### config.mk
export PLATFORM = sky130hd
export DESIGN_NAME = bus_clk_regen
export DESIGN_NICKNAME = d
export VERILOG_FILES = /design/src/rtl/denise_clk_pkg.sv /design/src/rtl/bus_clk_regen_ch.sv /design/src/rtl/bus_clk_regen.sv
export SDC_FILE = /design/constraint.sdc
export NUM_CORES = 1
export LEC_CHECK = 0
export BUFFER_PORTS_ARGS = -buffer_cell sky130_fd_sc_hd__buf_4
export CAP_MARGIN = 10
export CORE_MARGIN = 3
export CORE_UTILIZATION = 56
export CTS_BUF_LIST = sky130_fd_sc_hd__clkbuf_2
export DETAILED_ROUTE_END_ITERATION = 10
export GPL_TIMING_DRIVEN = 1
export PLACE_DENSITY_LB_ADDON = 0.2
export RECOVER_POWER = 100
export SYNTH_ARGS = -nofsm -noshare
export SYNTH_HDL_FRONTEND = slang
export SYNTH_SLANG_ARGS = --single-unit
export TNS_END_PERCENT = 5
### constraint.sdc
create_clock -name clk -period 1.25 [get_ports clk]
set_input_delay 0.25 -clock clk [delete_from_list [all_inputs] [get_ports clk]]
set_output_delay 0.25 -clock clk [all_outputs]
set_load 0.005 [all_outputs]
### src/rtl/denise_clk_pkg.sv
`default_nettype none
// ============================================================================
// Module      : denise_clk_pkg
// Description : Shared helpers for the bus clock regenerator: derived tap
//               positions, counter widths and the per-channel status record.
// Revision    : 1.0 - initial parametrised release
// ============================================================================
package denise_clk_pkg;

    // Ceiling log2, never less than 1 so a counter always has a bit.
    function automatic int f_clog2(input int v);
        int r;
        int x;
        r = 0;
        x = v - 1;
        while (x > 0) begin
            r = r + 1;
            x = x >> 1;
        end
        return (r < 1) ? 1 : r;
    endfunction

    // H: eighth-period tap (quarter of a half-period).
    function automatic int f_h(input int half_per);
        return half_per / 4;
    endfunction

    // Q: quarter-period tap (half of a half-period).
    function automatic int f_q(input int half_per);
        return half_per / 2;
    endfunction

    // DL: delay line length, just long enough for the 3H edge detector.
    function automatic int f_dl(input int half_per);
        return 3 * (half_per / 4) + 2;
    endfunction

    // Width of the half-period counter, which saturates at HALF_PER+TOL+1.
    function automatic int f_cnt_w(input int half_per, input int tol);
        return f_clog2(half_per + tol + 2);
    endfunction

    typedef struct packed {
        logic lvl;
        logic q_lvl;
        logic locked;
    } ch_status_t;

endpackage
`default_nettype wire

### src/rtl/bus_clk_regen_ch.sv
`default_nettype none
// ============================================================================
// Module      : bus_clk_regen_ch
// Description : One channel: synchroniser, tapped delay line, registered edge
//               strobes and (with BUS_CLK_REGEN_LOCK_EN) a half-period lock
//               monitor. Without the macro, locked is 1 after reset release.
// Revision    : 1.0 - initial parametrised release
// ============================================================================
module bus_clk_regen_ch
    import denise_clk_pkg::*;
#(
    parameter int SYNC_STAGES = 2,
    parameter int HALF_PER    = 8,
    parameter int TOL         = 1,
    parameter int LOCK_CNT    = 4
) (
    input  logic clk,
    input  logic rst_n,
    input  logic i_async,
    output logic o_lvl,
    output logic o_q_lvl,
    output logic o_edge_any,
    output logic o_edge_rise,
    output logic o_edge_q,
    output logic o_edge_h,
    output logic o_locked
);

    localparam int c_H  = f_h(HALF_PER);
    localparam int c_Q  = f_q(HALF_PER);
    localparam int c_DL = f_dl(HALF_PER);

    // Elaboration-time guard against configurations the tap layout cannot serve.
    if ((SYNC_STAGES < 2) || (HALF_PER < 4) || ((HALF_PER % 4) != 0) ||
        (TOL < 0) || (TOL >= HALF_PER) || (LOCK_CNT < 1)) begin : g_bad_cfg
        $error("bus_clk_regen_ch: illegal parameter combination");
    end

    logic [SYNC_STAGES-1:0] r_sync;
    logic [c_DL-1:0]        r_dl;
    logic                   r_edge_any;
    logic                   r_edge_rise;
    logic                   r_edge_q;
    logic                   r_edge_h;
    logic                   r_locked;

    // Synchroniser feeding the delay line; dl[0] is the newest sample.
    always_ff @(posedge clk or negedge rst_n) begin
        if (!rst_n) begin
            r_sync <= '0;
            r_dl   <= '0;
        end else begin
            r_sync <= {r_sync[SYNC_STAGES-2:0], i_async};
            r_dl   <= {r_dl[c_DL-2:0], r_sync[SYNC_STAGES-1]};
        end
    end

    // Registered edge strobes taken at tap 0, tap Q and taps H / 3H.
    always_ff @(posedge clk or negedge rst_n) begin
        if (!rst_n) begin
            r_edge_any  <= 1'b0;
            r_edge_rise <= 1'b0;
            r_edge_q    <= 1'b0;
            r_edge_h    <= 1'b0;
        end else begin
            r_edge_any  <= r_dl[0] ^ r_dl[1];
            r_edge_rise <= r_dl[0] & ~r_dl[1];
            r_edge_q    <= r_dl[c_Q] ^ r_dl[c_Q+1];
            r_edge_h    <= (r_dl[c_H] ^ r_dl[c_H+1]) | (r_dl[3*c_H] ^ r_dl[3*c_H+1]);
        end
    end

`ifdef BUS_CLK_REGEN_LOCK_EN
    localparam int c_CW = f_cnt_w(HALF_PER, TOL);
    localparam int c_GW = f_clog2(LOCK_CNT + 1);
    localparam logic [c_CW-1:0] c_SAT  = c_CW'(HALF_PER + TOL + 1);
    localparam logic [c_CW-1:0] c_LO   = c_CW'(HALF_PER - TOL);
    localparam logic [c_CW-1:0] c_HI   = c_CW'(HALF_PER + TOL);
    localparam logic [c_GW-1:0] c_LOCK = c_GW'(LOCK_CNT);

    logic [c_CW-1:0] r_cnt;
    logic [c_GW-1:0] r_good;
    logic            r_armed;
    logic            w_ev;
    logic            w_in_tol;

    assign w_ev     = r_dl[0] ^ r_dl[1];
    // A saturated count is above c_HI, so an edge arriving then is a bad interval.
    assign w_in_tol = (r_cnt >= c_LO) && (r_cnt <= c_HI);

    // Half-period monitor: measure edge spacing, count good intervals, drop on bad or timeout.
    always_ff @(posedge clk or negedge rst_n) begin
        if (!rst_n) begin
            r_cnt    <= '0;
            r_good   <= '0;
            r_armed  <= 1'b0;
            r_locked <= 1'b0;
        end else begin
            if (r_good == c_LOCK) begin
                r_locked <= 1'b1;
            end
            if (w_ev) begin
                r_cnt <= c_CW'(1);
                if (!r_armed) begin
                    r_armed <= 1'b1;
                end else if (w_in_tol) begin
                    if (r_good != c_LOCK) begin
                        r_good <= r_good + 1'b1;
                    end
                end else begin
                    r_good   <= '0;
                    r_locked <= 1'b0;
                end
            end else if (r_cnt == c_SAT) begin
                r_good   <= '0;
                r_armed  <= 1'b0;
                r_locked <= 1'b0;
            end else begin
                r_cnt <= r_cnt + 1'b1;
            end
        end
    end
`else
    // No monitor: report lock from the first clock after reset release.
    always_ff @(posedge clk or negedge rst_n) begin
        if (!rst_n) begin
            r_locked <= 1'b0;
        end else begin
            r_locked <= 1'b1;
        end
    end
`endif

    assign o_lvl       = r_dl[0];
    assign o_q_lvl     = r_dl[c_Q];
    assign o_edge_any  = r_edge_any;
    assign o_edge_rise = r_edge_rise;
    assign o_edge_q    = r_edge_q;
    assign o_edge_h    = r_edge_h;
    assign o_locked    = r_locked;

endmodule
`default_nettype wire

### src/rtl/bus_clk_regen.sv
`default_nettype none
// ============================================================================
// Module      : bus_clk_regen
// Description : Oversamples NUM_CH asynchronous bus clocks in the fast clock
//               domain and regenerates level, quadrature level, edge strobes
//               and a lock flag per channel. Lock monitor is built only when
//               BUS_CLK_REGEN_LOCK_EN is defined.
// Revision    : 1.0 - initial parametrised release
// ============================================================================
module bus_clk_regen
    import denise_clk_pkg::*;
#(
    parameter int NUM_CH      = 2,
    parameter int SYNC_STAGES = 2,
    parameter int HALF_PER    = 8,
    parameter int TOL         = 1,
    parameter int LOCK_CNT    = 4
) (
    input  logic              clk,
    input  logic              rst_n,
    input  logic [NUM_CH-1:0] async_in,
    output logic [NUM_CH-1:0] lvl,
    output logic [NUM_CH-1:0] q_lvl,
    output logic [NUM_CH-1:0] edge_any,
    output logic [NUM_CH-1:0] edge_rise,
    output logic [NUM_CH-1:0] edge_q,
    output logic [NUM_CH-1:0] edge_h,
    output logic [NUM_CH-1:0] locked
);

    for (genvar g = 0; g < NUM_CH; g++) begin : g_ch
        ch_status_t w_st;

        bus_clk_regen_ch #(
            .SYNC_STAGES (SYNC_STAGES),
            .HALF_PER    (HALF_PER),
            .TOL         (TOL),
            .LOCK_CNT    (LOCK_CNT)
        ) u_ch (
            .clk         (clk),
            .rst_n       (rst_n),
            .i_async     (async_in[g]),
            .o_lvl       (w_st.lvl),
            .o_q_lvl     (w_st.q_lvl),
            .o_edge_any  (edge_any[g]),
            .o_edge_rise (edge_rise[g]),
            .o_edge_q    (edge_q[g]),
            .o_edge_h    (edge_h[g]),
            .o_locked    (w_st.locked)
        );

        assign lvl[g]    = w_st.lvl;
        assign q_lvl[g]  = w_st.q_lvl;
        assign locked[g] = w_st.locked;
    end

endmodule
`default_nettype wire

==> summary by stage <==
Status
The flow ran to the end, and the final reports show no timing, DRC or antenna violations.

Yosys
The net count after synthesis is 64. The register bit count reported by yosys is 29. The post-synthesis cell count is 58.

The register area share after synthesis is 77.6%. The mean instance size in the synthesized netlist is 16.1 µm². The synthesized netlist occupies a cell area of 935 µm². The netlist uses 8 different library cells. The total number of yosys warnings is 0.

Min path
The tightest min-delay check is of the reg -> reg type.

Timing
The final period demand of the worst path is 1.14 ns. At the pin with the least slew margin, the transition time is 0.656 ns. The final-layout worst hold slack is 0.363 ns. Of the available clock period, the critical path in the final layout requires 91.5%. Based on the critical path, the design can be clocked at up to 875 MHz. The count of pins over their slew limit was 0.

Setup violations remaining at the end of the flow were counted as 0. The total negative slack is 0 ns. Measured against its own limit, the worst slew margin works out to 56.2%. Setup repair after global routing left no endpoint under its margin. The worst clock skew is 0.0112 ns.

The final worst setup slack is 0.107 ns. The hold violation count in the final report was 0.

Floorplanning
The die is 46.9 µm wide. Measured along the y axis, the die boundary spans 46.9 µm. The number of top-level design ports is 18. The area of the core is 0.00154 mm². The starting density of the core is 60.6%. The cell row count is 14.

The die covers 0.00220 mm².

Global route
The total track usage is 10.8%. The via count of the first global-routing pass is 379. The first global-routing pass estimated 1480 µm of wire. For this run the aggregate overflow at the end of global routing stands at 0. Entering global routing, the biggest net connects 30 pins.

The number of antenna violations at the first check in global routing was 0.

Placement
Once detailed placement completed, the half-perimeter wirelength came to 654 µm. The total placed cells including tap cells is 77. Routability-driven placement finished with a final weighted congestion of 0.641. The worst setup slack before clock tree synthesis is 0.444 ns. The count of buffers added on input and output ports is 17.

Clock network
The number of buffers between clock root and the deepest sink is 2. After clock tree synthesis, the setup repair step added 0 buffers. The cell sitting at the root of the clock tree is a sky130_fd_sc_hd__clkbuf_2. The clock edge transition at the registers on the reported setup and hold paths is 0.13 ns. The H-tree was split into 2 levels. TritonCTS built the clock tree. The CTS sink count is 29. The insertion delay to the later sink of the worst-skew pair is 0.32 ns.

The number of buffers added by the clock tree synthesis step is 5.

Drt
Wires add up to 979 µm. For this run, design rule violations remaining after detail routing come to 0. The number of iterations in the first detailed-routing pass is 3.

The ratio of routed vias to standard cells is 4.56. The count of vias placed by the detailed router is 392. In the final routed layout, each cell accounts on average for 11.4 µm. The antenna violation net count after detailed routing is 0. After the first detailed-routing iteration, the DRC count stood at 2.

Cells and area
In the final design database the tool counted 77 nets. Excluding fillers, the count of instances in the completed layout stands at 86. The synthesis-to-finish area growth is 10.7%.

The number of antenna cells inserted is 0. Of the cells placed in the final design, the portion with a size suffix greater than 1 is 32.9%.

Setup path
Together, buffers and inverters on the worst path number 1. For this design, the slowest cell found on the critical path is sky130_fd_sc_hd__dfrtp_1. Traced cell by cell, the critical path runs through clkbuf_4. The capturing element type of the critical path is an output port. Along the worst path, the maximum fanout reaches 3. The stage delay of the slowest cell on the critical path is 0.43 ns. The worst setup path is launched from a register. The type of the worst setup path is reg -> out. The family of cells with the greatest summed delay on the critical path is flip-flops. For the worst setup path, the data arrival time is 0.89 ns. At the worst endpoint, the required time is 1.00 ns.

Flow run
Across the run, the number of max-cap violations was 0.

Power
For this design the static power due to leakage is 0.514 nW. Dividing total power by cell area gives a power density of 1450 mW/mm². The total power is 1.50 mW. IR analysis of the VDD net gives a maximum drop of 0.753 mV.
timing repair:
action | in CTS | in global routing
hold buffers | 1 | 2
gates resized for setup | 0 | 0
hold endpoints to repair | 29 | 2
setup endpoints to repair | 0 | 0
through the flow:
step,utilization [%],instance area [µm²]
after floorplan,-,935
after global placement,63.4,977
after detailed placement,63.4,977
after CTS,66.0,1020
after global routing,67.1,1030
final,67.1,1030
power by group:
part | switching, mW | internal, mW | total [mW]
registers | 0.0253 | 0.995 | 1.02
clock network | 0.262 | 0.114 | 0.376
logic | 0.0445 | 0.0615 | 0.106
total | 0.331 | 1.17 | 1.50
worst paths after layout:
kind	start	endpoint	slack (ns)	depth (start not counted)
max reg2reg	g_ch[1].u_ch.r_dl[0]	g_ch[1].u_ch.o_edge_any	0.42	2
min in group asynchronous	rst_n	g_ch[0].u_ch.r_dl[5]	0.48	2
min	g_ch[0].u_ch.r_sync[0]	g_ch[0].u_ch.r_sync[1]	0.36	0
max	g_ch[1].u_ch.r_dl[4]	q_lvl[1]	0.11	1
max in group asynchronous	rst_n	g_ch[0].u_ch.r_dl[4]	0.34	2
min reg2reg	g_ch[0].u_ch.r_sync[0]	g_ch[0].u_ch.r_sync[1]	0.36	0
routing by layer:
metal / wire (µm) / track usage [%] / vias to the layer above / share of wire [%]
met5: 0 / 0 / - / 0
met4: 19 / 9.94 / 0 / 1.9
met3: 66 / 5.75 / 2 / 6.7
met2: 524 / 16.0 / 14 / 54
met1: 369 / 10.7 / 194 / 38
li1: - / - / 182 / -
placed cells by master, fill, tap and decap left out, drive strengths merged:
| cell type | n |
|---|---|
| clkbuf | 22 |
| clkinv | 1 |
| conb | 1 |
| dfrtp | 29 |
| dlygate4sd3 | 3 |
| ha | 2 |
| inv | 4 |
| nand2 | 2 |
| xnor2 | 4 |
| xor2 | 2 |
cells by family after synthesis:
family	Yosys count	share of synthesized area (%)
simple gates	2	0.804
flops	29	77.6
buf+inv	18	12.9
other cells	1	0.401
xor+xnor	6	5.62
fa+ha+maj	2	2.68
synth_stat cells:
| library cell | count | area share, % |
|---|---|---|
| sky130_fd_sc_hd__nand2_1 | 2 | 0.80 |
| sky130_fd_sc_hd__buf_4 | 14 | 11 |
| sky130_fd_sc_hd__inv_1 | 4 | 1.6 |
| sky130_fd_sc_hd__dfrtp_1 | 29 | 78 |
| sky130_fd_sc_hd__xor2_1 | 2 | 1.9 |
| sky130_fd_sc_hd__xnor2_1 | 4 | 3.7 |
| sky130_fd_sc_hd__conb_1 | 1 | 0.40 |
| sky130_fd_sc_hd__ha_1 | 2 | 2.7 |
final cells by class:
cell class                      instances  area, µm²
Sequential cell                        29        726
Clock inverter                          1       5.00
Inverter                                4       15.0
Fill cell                             114        507
Tap cell                               16       20.0
Multi-Input combinational cell         11       88.8
Timing Repair Buffer                   20        155
Clock buffer                            5       25.0
flip-flops by register name (all words and copies together) (netlist names):
register / count
g_ch.u_ch.r_sync: 4
g_ch.u_ch.o_edge_q: 2
g_ch.u_ch.o_locked: 1
g_ch.u_ch.o_edge_h: 2
g_ch.u_ch.r_dl: 16
g_ch.u_ch.o_edge_rise: 2
g_ch.u_ch.o_edge_any: 2
No activity file was read; power rests on OpenSTA's default activity.
